<file path="src/rtl/xge_tx_arb_pkg.sv">
// Shared types and constants for the XGE TX packet arbiter and its round-robin picker.
package xge_tx_arb_pkg;

    localparam int MAX_REQ = 8;
    localparam int MOD_W   = 3;
    localparam int DATA_W  = 64;

    typedef enum logic {ARB_IDLE, ARB_XFER} arb_state_t;

endpackage

</file>
<file path="src/rtl/xge_rr_picker.sv">
// Combinational round-robin picker: returns the first eligible index after pointer_i, wrapping.
module xge_rr_picker
    import xge_tx_arb_pkg::*;
#(
    parameter int N_REQ = 4,
    parameter int GNT_W = $clog2(N_REQ)
) (
    input  logic [N_REQ-1:0] eligible_i,
    input  logic [GNT_W-1:0] pointer_i,
    output logic             valid_o,
    output logic [GNT_W-1:0] index_o
);

    logic [GNT_W-1:0] cand;

    always_comb begin
        // NOTE: every signal driven here gets a default first, so no path can infer a latch.
        valid_o = 1'b0;
        index_o = '0;
        cand    = '0;
        // Walk from farthest to nearest so the closest eligible index after the pointer wins.
        for (int k = MAX_REQ; k >= 1; k--) begin
            if (k <= N_REQ) begin
                cand = GNT_W'((int'(pointer_i) + k) % N_REQ);
                if (eligible_i[cand]) begin
                    valid_o = 1'b1;
                    index_o = cand;
                end
            end
        end
    end

endmodule

</file>
<file path="src/rtl/xge_tx_pkt_arbiter.sv">
// Packet-boundary round-robin arbiter in front of the xge_mac TX FIFO.
// Define XGE_TX_ARB_PRIO_EN to give requester 0 strict priority at each arbitration.
module xge_tx_pkt_arbiter
    import xge_tx_arb_pkg::*;
#(
    parameter int N_REQ = 4,
    parameter int GNT_W = $clog2(N_REQ)
) (
    input  logic                    clk_156m25,
    input  logic                    reset_156m25_n,
    input  logic [N_REQ-1:0]        req_val,
    input  logic [N_REQ-1:0]        req_sop,
    input  logic [N_REQ-1:0]        req_eop,
    input  logic [MOD_W*N_REQ-1:0]  req_mod,
    input  logic [DATA_W*N_REQ-1:0] req_data,
    output logic [N_REQ-1:0]        req_rdy,
    input  logic                    pkt_tx_full,
    output logic                    pkt_tx_val,
    output logic                    pkt_tx_sop,
    output logic                    pkt_tx_eop,
    output logic [MOD_W-1:0]        pkt_tx_mod,
    output logic [DATA_W-1:0]       pkt_tx_data,
    output logic [GNT_W-1:0]        gnt_id,
    output logic                    busy,
    output logic                    proto_err,
    output logic [31:0]             pkt_cnt
);

    arb_state_t        state_q, state_d;
    logic [GNT_W-1:0]  gnt_q, gnt_d;
    logic [GNT_W-1:0]  ptr_q, ptr_d;
    logic              first_q, first_d;
    logic              err_q, err_d;
    logic [31:0]       cnt_q, cnt_d;
    logic              val_q, sop_q, eop_q;
    logic [MOD_W-1:0]  mod_q;
    logic [DATA_W-1:0] data_q;

    logic [N_REQ-1:0]  eligible;
    logic              pick_valid;
    logic [GNT_W-1:0]  pick_idx;
    logic              accept;
    logic              sel_val, sel_sop, sel_eop;
    logic [MOD_W-1:0]  sel_mod;
    logic [DATA_W-1:0] sel_data;

    assign eligible = req_val & req_sop;

`ifdef XGE_TX_ARB_PRIO_EN
    logic             rr_valid;
    logic [GNT_W-1:0] rr_idx;

    // Requester 0 is taken out of the rotation and wins outright whenever it is eligible.
    xge_rr_picker #(.N_REQ(N_REQ), .GNT_W(GNT_W)) u_rr_picker (
        .eligible_i ({eligible[N_REQ-1:1], 1'b0}),
        .pointer_i  (ptr_q),
        .valid_o    (rr_valid),
        .index_o    (rr_idx)
    );

    assign pick_valid = eligible[0] | rr_valid;
    assign pick_idx   = eligible[0] ? '0 : rr_idx;
`else
    xge_rr_picker #(.N_REQ(N_REQ), .GNT_W(GNT_W)) u_rr_picker (
        .eligible_i (eligible),
        .pointer_i  (ptr_q),
        .valid_o    (pick_valid),
        .index_o    (pick_idx)
    );
`endif

    always_comb begin
        sel_val  = 1'b0;
        sel_sop  = 1'b0;
        sel_eop  = 1'b0;
        sel_mod  = '0;
        sel_data = '0;
        for (int i = 0; i < N_REQ; i++) begin
            if (gnt_q == GNT_W'(i)) begin
                sel_val  = req_val[i];
                sel_sop  = req_sop[i];
                sel_eop  = req_eop[i];
                sel_mod  = req_mod[MOD_W*i +: MOD_W];
                sel_data = req_data[DATA_W*i +: DATA_W];
            end
        end
    end

    always_comb begin
        state_d = state_q;
        gnt_d   = gnt_q;
        ptr_d   = ptr_q;
        first_d = first_q;
        err_d   = err_q;
        cnt_d   = cnt_q;
        req_rdy = '0;
        accept  = 1'b0;
        case (state_q)
            ARB_IDLE: begin
                if (pick_valid) begin
                    gnt_d   = pick_idx;
                    first_d = 1'b1;
                    state_d = ARB_XFER;
                end
            end
            ARB_XFER: begin
                req_rdy[gnt_q] = !pkt_tx_full;
                accept         = sel_val & !pkt_tx_full;
                if (accept) begin
                    first_d = 1'b0;
                    // A second sop inside a packet is flagged but the word still goes out.
                    if (sel_sop && !first_q) begin
                        err_d = 1'b1;
                    end
                    if (sel_eop) begin
                        cnt_d   = cnt_q + 32'd1;
                        ptr_d   = gnt_q;
                        state_d = ARB_IDLE;
                    end
                end
            end
            default: state_d = ARB_IDLE;
        endcase
    end

    always_ff @(posedge clk_156m25 or negedge reset_156m25_n) begin
        // NOTE: registers use non-blocking assignments so all of them sample pre-edge values.
        if (!reset_156m25_n) begin
            state_q <= ARB_IDLE;
        end else begin
            state_q <= state_d;
        end
    end

    always_ff @(posedge clk_156m25 or negedge reset_156m25_n) begin
        // NOTE: the output word registers are reset as well, since every output must read 0 in reset.
        if (!reset_156m25_n) begin
            gnt_q   <= '0;
            ptr_q   <= GNT_W'(N_REQ - 1);
            first_q <= 1'b0;
            err_q   <= 1'b0;
            cnt_q   <= '0;
            val_q   <= 1'b0;
            sop_q   <= 1'b0;
            eop_q   <= 1'b0;
            mod_q   <= '0;
            data_q  <= '0;
        end else begin
            gnt_q   <= gnt_d;
            ptr_q   <= ptr_d;
            first_q <= first_d;
            err_q   <= err_d;
            cnt_q   <= cnt_d;
            val_q   <= accept;
            if (accept) begin
                sop_q  <= sel_sop;
                eop_q  <= sel_eop;
                mod_q  <= sel_mod;
                data_q <= sel_data;
            end
        end
    end

    assign pkt_tx_val  = val_q;
    assign pkt_tx_sop  = sop_q;
    assign pkt_tx_eop  = eop_q;
    assign pkt_tx_mod  = mod_q;
    assign pkt_tx_data = data_q;
    assign gnt_id      = gnt_q;
    assign busy        = (state_q == ARB_XFER);
    assign proto_err   = err_q;
    assign pkt_cnt     = cnt_q;

endmodule

</file>
<file path="config.mk">
export PLATFORM = sky130hd
export DESIGN_NAME = xge_tx_pkt_arbiter
export DESIGN_NICKNAME = d
export VERILOG_FILES = /design/src/rtl/xge_tx_arb_pkg.sv /design/src/rtl/xge_rr_picker.sv /design/src/rtl/xge_tx_pkt_arbiter.sv
export SDC_FILE = /design/constraint.sdc
export NUM_CORES = 1
export LEC_CHECK = 0
export BUFFER_PORTS_ARGS = -buffer_cell sky130_fd_sc_hd__buf_2
export CAP_MARGIN = 40
export CORE_AREA = 2 2 152 154
export DETAILED_ROUTE_END_ITERATION = 12
export DIE_AREA = 0 0 154 156
export GPL_TIMING_DRIVEN = 0
export PLACE_DENSITY = 0.54
export SYNTH_ARGS = -nofsm -noshare
export SYNTH_HDL_FRONTEND = slang
export SYNTH_SLANG_ARGS = --single-unit
</file>
<file path="constraint.sdc">
create_clock -name clk_156m25 -period 3.2 [get_ports clk_156m25]
set_input_delay 0.64 -clock clk_156m25 [delete_from_list [all_inputs] [get_ports clk_156m25]]
set_output_delay 0.64 -clock clk_156m25 [all_outputs]
set_load 0.02 [all_outputs]
</file>
-- Yosys cells after proc, flatten, opt, wreduce, memory -nomap -nowiden
Index checks and enable logic that the tools add are counted.
- register bits after elaboration: 109
- logic and storage cells: 87
- output and inout bits: 110
- input port bits: 283
- bitwise operators: 4
- equality and inequality tests: 5
- reductions and logical operators: 9
- multiplexer cells: 47
- add/sub/neg operators: 5
- order comparisons: 6
- operator list (operator ; count):
    two-way mux 64 bit ; 4
    adder 32 x 1 -> 32 bit (second input constant) ; 1
    two-way mux 1 bit ; 27
    less-than comparator 2 x 3 -> 1 bit (second input constant) ; 5
    two-way mux 3 bit ; 4
    AND 4 bit ; 2
    binary-select mux 1 bit (select 2 bit) ; 4
    two-way mux 2 bit ; 4
    AND reduction 3 bit ; 2
    adder 2 x 1 -> 2 bit (second input constant) ; 2
    adder 2 bit (second input constant) ; 2
    == test 2 bit (second input constant) ; 2
    two-way mux 4 bit ; 1
    one-hot mux 1 bit (2 select lines) ; 2
    AND reduction 2 bit ; 2
    demux 1 bit (select 2 bit) ; 1
    == test 2 x 1 -> 1 bit (second input constant) ; 1
    >= comparator 2 x 1 -> 1 bit (second input constant) ; 1
    logical AND 1 bit ; 2
    zero test 1 bit ; 2
    zero test 2 bit ; 1
    != test 2 x 1 -> 1 bit (second input constant) ; 1
    != test 2 bit (second input constant) ; 1
    AND 1 bit ; 1
    inverter 1 bit ; 1

-- Depth between registers and ports, before layout
Gate-level depths: netlist (run 1).
- depth in word-level cells: 9
- mapped depth: 8
- depth with buffers taken out: 6

-- Hierarchy
From an unflattened synthesis (run 1), not the netlist that was laid out.
- cell total of the unflattened synthesis: 542
- area, all modules: 6102.1 um2
- modules (own cells, without submodules) (module ; area an instance (um2) ; times used ; seq. area each (um2) ; cells an instance):
    xge_tx_pkt_arbiter ; 6010.8 ; 1 ; 2730.1 ; 528
    xge_rr_picker ; 91.3 ; 1 ; 0.0 ; 14

-- Least setup slack after synthesis (run 1)
No wires, ideal clock.
- path kind: input port to flip-flop
- start point: input port pkt_tx_full
- end point: register cnt_q[14], in the netlist pkt_cnt[14]
- cell stages on the path: 6
- buffers on the path: 1
- setup slack: 926 ps
- arrival: 2194 ps
- path through: or3b_4 o22a_4 or3_1 buf_2 nor4_1 xor2_1
- longest elaborated chain between the ends: 3
- ends and longest elaborated chain (what ; RTL line ; RTL):
    start, declared ; xge_tx_pkt_arbiter.sv:17 ; input logic pkt_tx_full,
    zero test 1 bit ; xge_tx_pkt_arbiter.sv:108 ; accept = sel_val & !pkt_tx_full;
    AND 1 bit ; xge_tx_pkt_arbiter.sv:108 ;
    AND reduction 3 bit (no source line) ; -- ;
    end signal, assigned ; xge_tx_pkt_arbiter.sv:153 ; cnt_q <= cnt_d;
    end, declared ; xge_tx_pkt_arbiter.sv:34 ; logic [31:0] cnt_q, cnt_d;
Every way passes these cells.
A chain may end at the register's enable or synchronous reset.

-- Worst setup path in the final report (run 1)
- start point: register gnt_q[0], in the netlist gnt_id[0]
- end point: register mod_q[2], in the netlist pkt_tx_mod[2]
- longest elaborated chain between the ends: 7
- elaborated cells between the ends (all ways): 14
- classes of those cells: eq/ne (3); mux (9); bitwise (1); reduce/logical (1)
- ends and longest elaborated chain (what ; RTL line ; RTL):
    start, declared ; xge_tx_pkt_arbiter.sv:30 ; logic [GNT_W-1:0] gnt_q, gnt_d;
    start signal, assigned ; xge_tx_pkt_arbiter.sv:149 ; gnt_q <= gnt_d;
    zero test 2 bit ; xge_tx_pkt_arbiter.sv:79 ; if (gnt_q == GNT_W'(i)) begin
    two-way mux 1 bit (4 in series) ; xge_tx_pkt_arbiter.sv:79 ;
    AND 1 bit ; xge_tx_pkt_arbiter.sv:108 ;
    two-way mux 1 bit ; xge_tx_pkt_arbiter.sv:98 ; case (state_q)
    end signal, assigned ; xge_tx_pkt_arbiter.sv:158 ; mod_q <= sel_mod;
    end, declared ; xge_tx_pkt_arbiter.sv:36 ; logic [MOD_W-1:0] mod_q;
Parallel ways exist; a longest one is shown, timed or not.

==> qor.txt, run 1 <==
post-CTS sizing: 0
Synth top area share: 43.7%
Die H: 156 um
crit path launch type: register
setup tns final: 0 ps
setup bufs post-CTS: 0
TritonCTS clock tree: built
total power: 7440 uW
async set or reset register ratio after synthesis: 100%
most used cell, CP: nand2_1
most common cell after layout, fill and taps aside: buf_2
R2R depth: 8
filler cell count: 2299
Mapped Cells: 558
first-pass GRT wire length: 34500 um
I/O pin cnt: 393
power density over cell area: 841 nW/um^2
total wire length: 23400 um
CP delay by family, top: buffers and inverters
largest net degree at the start of global routing: 59
Reg power frac: 29.4%
Rel. slew slack: 45.2%
Synth Warn #: 0
arrival time worst endpoint: 3050 ps
dominant cell type by area after synthesis: dfrtp_1
initial antenna violation count: 4
post-synth cell types: 41
Fin Hold WS: 224 ps
global-route usage over all layers: 19.0%
CP peak stage delay: 660 ps
clk_lat worst skew: 350 ps
DR vias: 6018
Psw: 3260 uW
Post-Synthesis Net Count: 842
internal power: 4180 uW
Hold Vio Cnt, Final: 0
Num CTS Buffers: 9
clk slew on worst S/H paths: 80 ps
Root Driver: clkbuf_16
placed cell areas: 8560 sq um
grt ovf: 0
DR iter-0 viols: 270
clk sinks: 109
FMAX: 0.361 GHz
Max stage delay cell, worst path: buf_1
sequential element share of the synthesized area: 44.6%
Required @ worst endpoint: 3480 ps
full die area: 24000 sq um
worst-path fanout max: 10
mapped cell area: 6120 sq um
most frequent cells in the layout: buf_2, nand2_1, dfrtp_1, mux4_2, clkbuf_1
post-synthesis register bit count: 109
Setup Viol. Count Final: 0
clock skew: 13.5 ps
Buf/Inv on CP: 4
Final GP Congestion: 0.849
DP Wirelength: 19300 um
Tightest Pin Transition: 822 ps
Hold Path Class: in2async
ys flop type: dfrtp_1
largest cells by area after synthesis: dfrtp_1, mux4_2, nand2_1
sw frac: 43.8%
status: completed
vias in the first global route: 6001
layout cells sized above 1: 50.8%
peak supply drop: 0.324 mV
Worst path depth: 8
row count: 55
Avg WL per Cell: 18.5 um
crit share post-route: 86.5%
WS Path Type: reg2reg
Max clock buf depth: 2
DRT antenna net count: 0
synthesized area per cell: 11.0 sq um
Combinational Power Share: 56.1%
Design Area, Final: 8850 sq um
Clk pwr share: 14.5%
DIE WIDTH: 154 um
Initial DRT Pass Iterations: 4
Leakage: 0.00464 uW
Worst setup EP type: register
starting density of the core: 27.4%
H-tree depth reported by CTS: 3
I/O Buffers: 392
minimum clock period: 2770 ps
Max Transition Viols Final: 0
Post-CTS Hold Buffers: 0
Post-synth EDFFs: 0
vias per cell: 4.76
RSZ-0062 raised after global routing: no
Post-layout nets: 1253
Residual DRC: 0
worst-path cell chain: buf_6 > or3b_4 > o22a_4 > clkinv_1 > clkbuf_1 > buf_1 > nand2_1 > nand2_1
Max Cap Viol: 0
area grow syn2layout: 44.5%
Core Region: 22400 sq um
==> power by group through the flow <==
stage / clock network (uW) / registers, uW / logic [uW]
after floorplan: 0 / 2760 / 2120
after global placement: 0 / 2200 / 4130
after detailed placement: 0 / 2200 / 4290
after CTS: 1120 / 2190 / 4280
after global routing: 1180 / 2250 / 4570
final: 1080 / 2190 / 4180
==> worst paths after layout <==
| kind | end | slack (ps) | from |
|---|---|---|---|
| max | pkt_tx_mod[2] | 430 | gnt_id[0] |
| min | pkt_cnt[15] | 220 | reset_156m25_n |
| max reg2reg | pkt_tx_mod[2] | 430 | gnt_id[0] |
| min reg2reg | pkt_tx_data[59] | 460 | pkt_tx_data[59] |
| max in group asynchronous | pkt_tx_data[59] | 2280 | reset_156m25_n |
| min in group clk_156m25 | pkt_tx_data[59] | 460 | pkt_tx_data[59] |
==> Yosys cell counts, types with 3 or more instances <==
library cell and n:
dfrtp_1 107, nand2_1 223, mux2i_1 3, xnor2_1 14
inv_1 4, nand4_1 11, mux4_2 69, clkbuf_1 29
nand3_1 10, nor3_1 9, and4_1 5, xor2_1 17
nor4_1 8, mux2_2 3, nor2_1 14
==> stage by stage <==
step | util (%) | cells | worst slack (ps)
6_report | 39.6 | 1263 | 432
5_1_grt | 39.6 | 1263 | 195
4_1_cts | 39.5 | 1259 | 305
3_5_place_dp | 38.3 | 1243 | 150
3_3_place_gp | 37.7 | 1235 | 72.7
2_1_floorplan | - | 558 | 926
==> per-layer routing <==
layer  vias up  routed length [um]  global-route usage, %
li1       2797                   -                      -
met3        20                1260                   3.06
met2       218               12000                   32.5
met1      2983                9790                   24.8
met4         0                 372                   5.70
met5         -                   0                      0
==> flip-flops by register name, summed over array words and instances, names as in the netlist, 2 cells and up <==
| name | count |
|---|---|
| gnt_id | 2 |
| pkt_tx_mod | 3 |
| pkt_cnt | 32 |
| ptr_q | 2 |
| pkt_tx_data | 64 |
==> final cells by class <==
| class | count | area, sq um | area share (%) |
|---|---|---|---|
| inverter | 5 | 18.8 | 0.212 |
| clock buffer | 12 | 246 | 2.79 |
| multi-input combinational | 410 | 3240 | 36.6 |
| tap | 285 | 357 | 4.03 |
| antenna | 4 | 10.0 | 0.113 |
| clock inverter | 4 | 30.0 | 0.339 |
| sequential | 109 | 2730 | 30.9 |
| buffer | 34 | 138 | 1.56 |
| timing repair buffer | 400 | 2080 | 23.5 |
==> kinds of logic after synthesis <==
family | count (synthesis) | synth area share (%)
compound gates | 13 | 1.82
xor+xnor | 31 | 4.43
fa+ha+maj | 1 | 0.204
buf+inv | 39 | 2.55
flops | 109 | 44.6
mux | 75 | 26.4
simple gates | 290 | 20.0
No activity file was read; power rests on OpenSTA's default activity.
==> run 2: changes to the inputs <==
--- a/config.mk
+++ b/config.mk
@@ -10,7 +10,6 @@
 export CORE_AREA = 2 2 152 154
 export DETAILED_ROUTE_END_ITERATION = 12
 export DIE_AREA = 0 0 154 156
-export GPL_TIMING_DRIVEN = 0
 export PLACE_DENSITY = 0.54
 export SYNTH_ARGS = -nofsm -noshare
 export SYNTH_HDL_FRONTEND = slang
==> qor.txt, run 2 (same netlist as run 1, synthesis figures left out) <==
status: completed
pre-CTS WS: 536 ps (+386 ps)
max reg flops: 64 (unchanged)
first-pass GRT wire length: 32700 um (-5.3%)
layout cells sized above 1: 52.8% (+2.0 points)
vias in the first global route: 5853 (-2.5%)
Root Driver: clkbuf_16
DP Wirelength: 17300 um (-11%)
FMAX: 0.363 GHz (+0.43%)
Fin Hold WS: 237 ps (+12.7 ps)
DIE WIDTH: 154 um (unchanged)
full die area: 24000 sq um (unchanged)
CP delay by family, top: buffers and inverters
Post-CTS Hold Buffers: 0 (unchanged)
Rel. slew slack: 46.6% (+1.3 points)
Buf/Inv on CP: 3 (-1)
setup tns final: 0 ps (unchanged)
Required @ worst endpoint: 2560 ps (-920 ps)
Max clock buf depth: 2 (unchanged)
Leakage: 0.00458 uW (-1.3%)
global-route usage over all layers: 17.6% (-1.4 points)
setup bufs post-CTS: 0 (unchanged)
H-tree depth reported by CTS: 3 (unchanged)
TritonCTS clock tree: built
R2R depth: 5 (-3)
Residual DRC: 0 (unchanged)
peak supply drop: 0.344 mV (+5.9%)
worst-path cell chain: buf_4 > inv_1 > nor2_1 > buf_2
Num CTS Buffers: 9 (unchanged)
Final WS setup: 444 ps (+11.8 ps)
row count: 55 (unchanged)
Final GP Congestion: 0.800 (-5.8%)
vias per cell: 4.75 (-0.33%)
DR vias: 5827 (-3.2%)
clk sinks: 109 (unchanged)
Max Transition Viols Final: 0 (unchanged)
most common cell after layout, fill and taps aside: buf_2
minimum clock period: 2760 ps (-11.8 ps)
Hold Vio Cnt, Final: 0 (unchanged)
Post-layout nets: 1218 (-2.8%)
DRT antenna net count: 0 (unchanged)
Worst setup EP type: primary output
largest net degree at the start of global routing: 70 (+19%)
Max Cap Viol: 0 (unchanged)
CP peak stage delay: 640 ps (-20 ps)
Core Region: 22400 sq um (unchanged)
grt ovf: 0 (unchanged)
Setup Viol. Count Final: 0 (unchanged)
Core Util, Final: 38.8% (-0.70 points)
Max stage delay cell, worst path: buf_4
crit share post-route: 86.1% (-0.37 points)
Avg WL per Cell: 17.6 um (-5.1%)
clk slew on worst S/H paths: 70 ps (about the same)
clock skew: 10.4 ps (-3.15 ps)
Initial DRT Pass Iterations: 4 (unchanged)
RSZ-0062 raised after global routing: no
clk_lat worst skew: 350 ps (about the same)
total wire length: 21600 um (-7.8%)
crit path launch type: register
Hold Path Class: in2async
post-CTS sizing: 0 (unchanged)
worst-path fanout max: 58 (+48)
DR iter-0 viols: 469 (+74%)
I/O Buffers: 392 (unchanged)
initial antenna violation count: 5 (+1)
total power: 7150 uW (-4.0%)
arrival time worst endpoint: 2120 ps (-930 ps)
most frequent cells in the layout: buf_2, nand2_1, dfrtp_1, mux4_2, xor2_1
Die H: 156 um (unchanged)
WS Path Type: reg2out
Worst path depth: 4 (-4)
power density over cell area: 822 nW/um^2 (-2.2%)
area grow syn2layout: 41.9%
Tightest Pin Transition: 802 ps (-20.2 ps)
starting density of the core: 27.4% (unchanged)
I/O pin cnt: 393 (unchanged)
==> run 2: changes by cell type in the layout (fill, tap and decap cells not counted), sizes merged <==
cell    previous run  this run
clkbuf            41        10
buf              405       399
clkinv             2         3
==> run 2: layer usage <==
layer  wire (um)  vias to the layer above  track usage [%]  share of wire, %
li1            -                     2724                -                 -
met1        8860                     2820             22.9                41
met2       10900                      250             29.3                51
met3        1230                       33             3.25               5.7
met4         553                        0             6.54               2.6
met5           0                        -                0                 0
==> run 2: worst reg2reg max path: stages, from the launching register on <==
cell     delay, ps
dfrtp_4        600
or3b_4         450
o22a_4         310
or3_1          580
nor4_1         370
xor2_1         190
==> run 2: worst paths after layout <==
path,slack (ps),start,to
min,240,reset_156m25_n,pkt_cnt[6]
min in group clk_156m25,460,pkt_tx_data[2],pkt_tx_data[2]
min reg2reg,460,pkt_tx_data[2],pkt_tx_data[2]
max,440,gnt_id[1],req_rdy[3]
max in group asynchronous,2290,reset_156m25_n,pkt_tx_data[12]
max reg2reg,630,gnt_id[0],pkt_cnt[14]
==> run 2: report_power, final <==
part	switching, uW	internal [uW]
clock network	523	548
logic	2170	1620
registers	385	1900
total	3080	4070
==> run 2: area by class of cell <==
cell class                      instances  area (sq um)
Inverter                                5          18.8
Multi-Input combinational cell        410          3240
Timing Repair Buffer                  399          2050
Fill cell                            2276         13700
Clock buffer                           10           239
Antenna cell                            4          10.0
Clock inverter                          5          35.0
Tap cell                              285           357
Sequential cell                       109          2740
==> run 2: metrics by stage <==
step / cells / cell area (sq um)
2_1_floorplan: 558 / 6120
3_3_place_gp: 1208 / 8400
4_1_cts: 1223 / 8680
5_1_grt: 1227 / 8690
6_report: 1227 / 8690
3_5_place_dp: 1208 / 8400
==> run 3: changes to the inputs <==
==> constraint.sdc (replaced) <==
create_clock -name clk_156m25 -period 3.2 [get_ports clk_156m25]
set_input_delay 0.64 -clock clk_156m25 [delete_from_list [all_inputs] [get_ports clk_156m25]]
set_output_delay 0.64 -clock clk_156m25 [all_outputs]
set_load 0.1 [all_outputs]
==> qor.txt, run 3 (same netlist as run 1, synthesis figures left out) <==
status: completed
DR vias: 5828 (+0.017%)
H-tree depth reported by CTS: 3 (unchanged)
Hold Vio Cnt, Final: 0 (unchanged)
Core Region: 22400 sq um (unchanged)
vias in the first global route: 5818 (-0.60%)
layout cells sized above 1: 52.8% (about the same)
Max clock buf depth: 2 (unchanged)
first-pass GRT wire length: 32200 um (-1.6%)
WS Path Type: reg2out
vias per cell: 4.75 (about the same)
DRT antenna net count: 0 (unchanged)
grt ovf: 0 (unchanged)
peak supply drop: 0.788 mV (+130%)
most frequent cells in the layout: buf_2, nand2_1, dfrtp_1, mux4_2, xor2_1
row count: 55 (unchanged)
I/O pin cnt: 393 (unchanged)
Final GP Congestion: 0.808 (+0.96%)
Reg power frac: 22.2% (-9.8 points)
crit share post-route: 80.4% (-5.7 points)
FMAX: 0.389 GHz (+7.1%)
DR iter-0 viols: 274 (-42%)
starting density of the core: 27.4% (unchanged)
DP Wirelength: 17100 um (-1.3%)
RR Startpoint: gnt_id[0]
Tightest Pin Transition: 646 ps (-156 ps)
non-filler instance count after layout: 1227 (unchanged)
Required @ worst endpoint: 2560 ps (about the same)
clock skew: 8.96 ps (-1.41 ps)
R2R Setup Slk: 670 ps (+40 ps)
Residual DRC: 0 (unchanged)
R2R depth: 5 (unchanged)
Leakage: 0.00459 uW (+0.34%)
clk slew on worst S/H paths: 80 ps (about the same)
most common cell after layout, fill and taps aside: buf_2
Core Util, Final: 39.0% (+0.15 points)
clk sinks: 109 (unchanged)
initial antenna violation count: 2 (-3)
Psw: 6070 uW (+97%)
area grow syn2layout: 42.4%
full die area: 24000 sq um (unchanged)
filler cell count: 2266 (-0.44%)
CP Launch Point: gnt_id[0]
RSZ-0062 raised after global routing: no
Initial DRT Pass Iterations: 5 (+1)
worst r2r dst: pkt_cnt[16]
minimum clock period: 2570 ps (-184 ps)
Rel. slew slack: 56.9% (+10 points)
internal power: 4110 uW (+0.98%)
total wire length: 21400 um (-0.91%)
Max Cap Viol: 0 (unchanged)
setup bufs post-CTS: 0 (unchanged)
Worst setup EP type: primary output
crit path launch type: register
Root Driver: clkbuf_16
power density over cell area: 1170 nW/um^2 (+42%)
worst-path fanout max: 16 (-72%)
Clk pwr share: 10.8% (-4.2 points)
Avg WL per Cell: 17.4 um (-0.91%)
post-CTS sizing: 0 (unchanged)
Combinational Power Share: 67.0% (+14 points)
Max Transition Viols Final: 0 (unchanged)
I/O Buffers: 392 (unchanged)
cell total after placement: 1209 (+0.083%)
Hold Path Class: in2async
max reg flops: 64 (unchanged)
Setup Viol. Count Final: 0 (unchanged)
Post-CTS Hold Buffers: 0 (unchanged)
sw frac: 59.6% (+17 points)
TritonCTS clock tree: built
total power: 10200 uW (+42%)
clk_lat worst skew: 350 ps (about the same)
DIE WIDTH: 154 um (unchanged)
Num CTS Buffers: 9 (unchanged)
largest net degree at the start of global routing: 70 (unchanged)
Post-layout nets: 1219 (+0.082%)
Die H: 156 um (unchanged)
arrival time worst endpoint: 1930 ps (-190 ps)
global-route usage over all layers: 17.3% (-0.30 points)
run 3: changes by cell type in the layout (fill, tap and decap cells not counted), sizes merged:
cell,change
diode,-2
clkbuf,+1
buf,+1
clkinv,-2
inv,+2
run 3: area by class of cell:
cell class                      instances  area, sq um  share of cell area [%]
Clock inverter                          5         41.3                   0.473
Sequential cell                       109         2740                    31.4
Tap cell                              285          357                    4.09
Timing Repair Buffer                  400         2080                    23.9
Antenna cell                            2         5.00                  0.0574
Inverter                                5         18.8                   0.215
Clock buffer                           11          243                    2.78
Multi-Input combinational cell        410         3240                    37.1
run 3: critical path, cell delays in order, from the launching register on:
cell and delay (ps):
dfrtp_4 600, or3b_4 450, nor2_1 100, buf_2 430
run 3: metal layers:
metal / wire [um] / track usage, % / up-vias / part of all wire (%)
met3: 1340 / 3.92 / 22 / 6.3
met2: 10700 / 28.9 / 236 / 50
met5: 13 / 0 / - / 0.061
li1: - / - / 2740 / -
met1: 8940 / 22.7 / 2828 / 42
met4: 383 / 4.45 / 2 / 1.8
run 3: power by group through the flow:
| stage | combinational (uW) | sequential, uW | clock, uW |
|---|---|---|---|
| final | 6820 | 2260 | 1100 |
| after global routing | 7180 | 2350 | 1200 |
| after CTS | 6910 | 2270 | 1150 |
| after detailed placement | 6910 | 2290 | 0 |
| after global placement | 6870 | 2280 | 0 |
| after floorplan | 2220 | 5580 | 0 |
run 3: per-stage QoR:
stage	cell area (sq um)	setup slack, ps	hold slack [ps]	TNS (ps)
finish	8720	628	314	0
floorplan	6120	-429	344	-1030
detailed placement	8430	578	445	0
global placement	8400	596	445	0
CTS	8720	545	328	0
global route	8720	499	345	0
run 3: worst max-delay path by stage:
stage	to	slack [ps]	depth (start not counted)
3_3_place_gp	pkt_cnt[20]	600	6
6_report	req_rdy[2]	630	3
2_1_floorplan	req_rdy[2]	-430	4
3_5_place_dp	pkt_cnt[20]	580	6
4_1_cts	gnt_id[0]	550	2
5_1_grt	gnt_id[0]	500	2
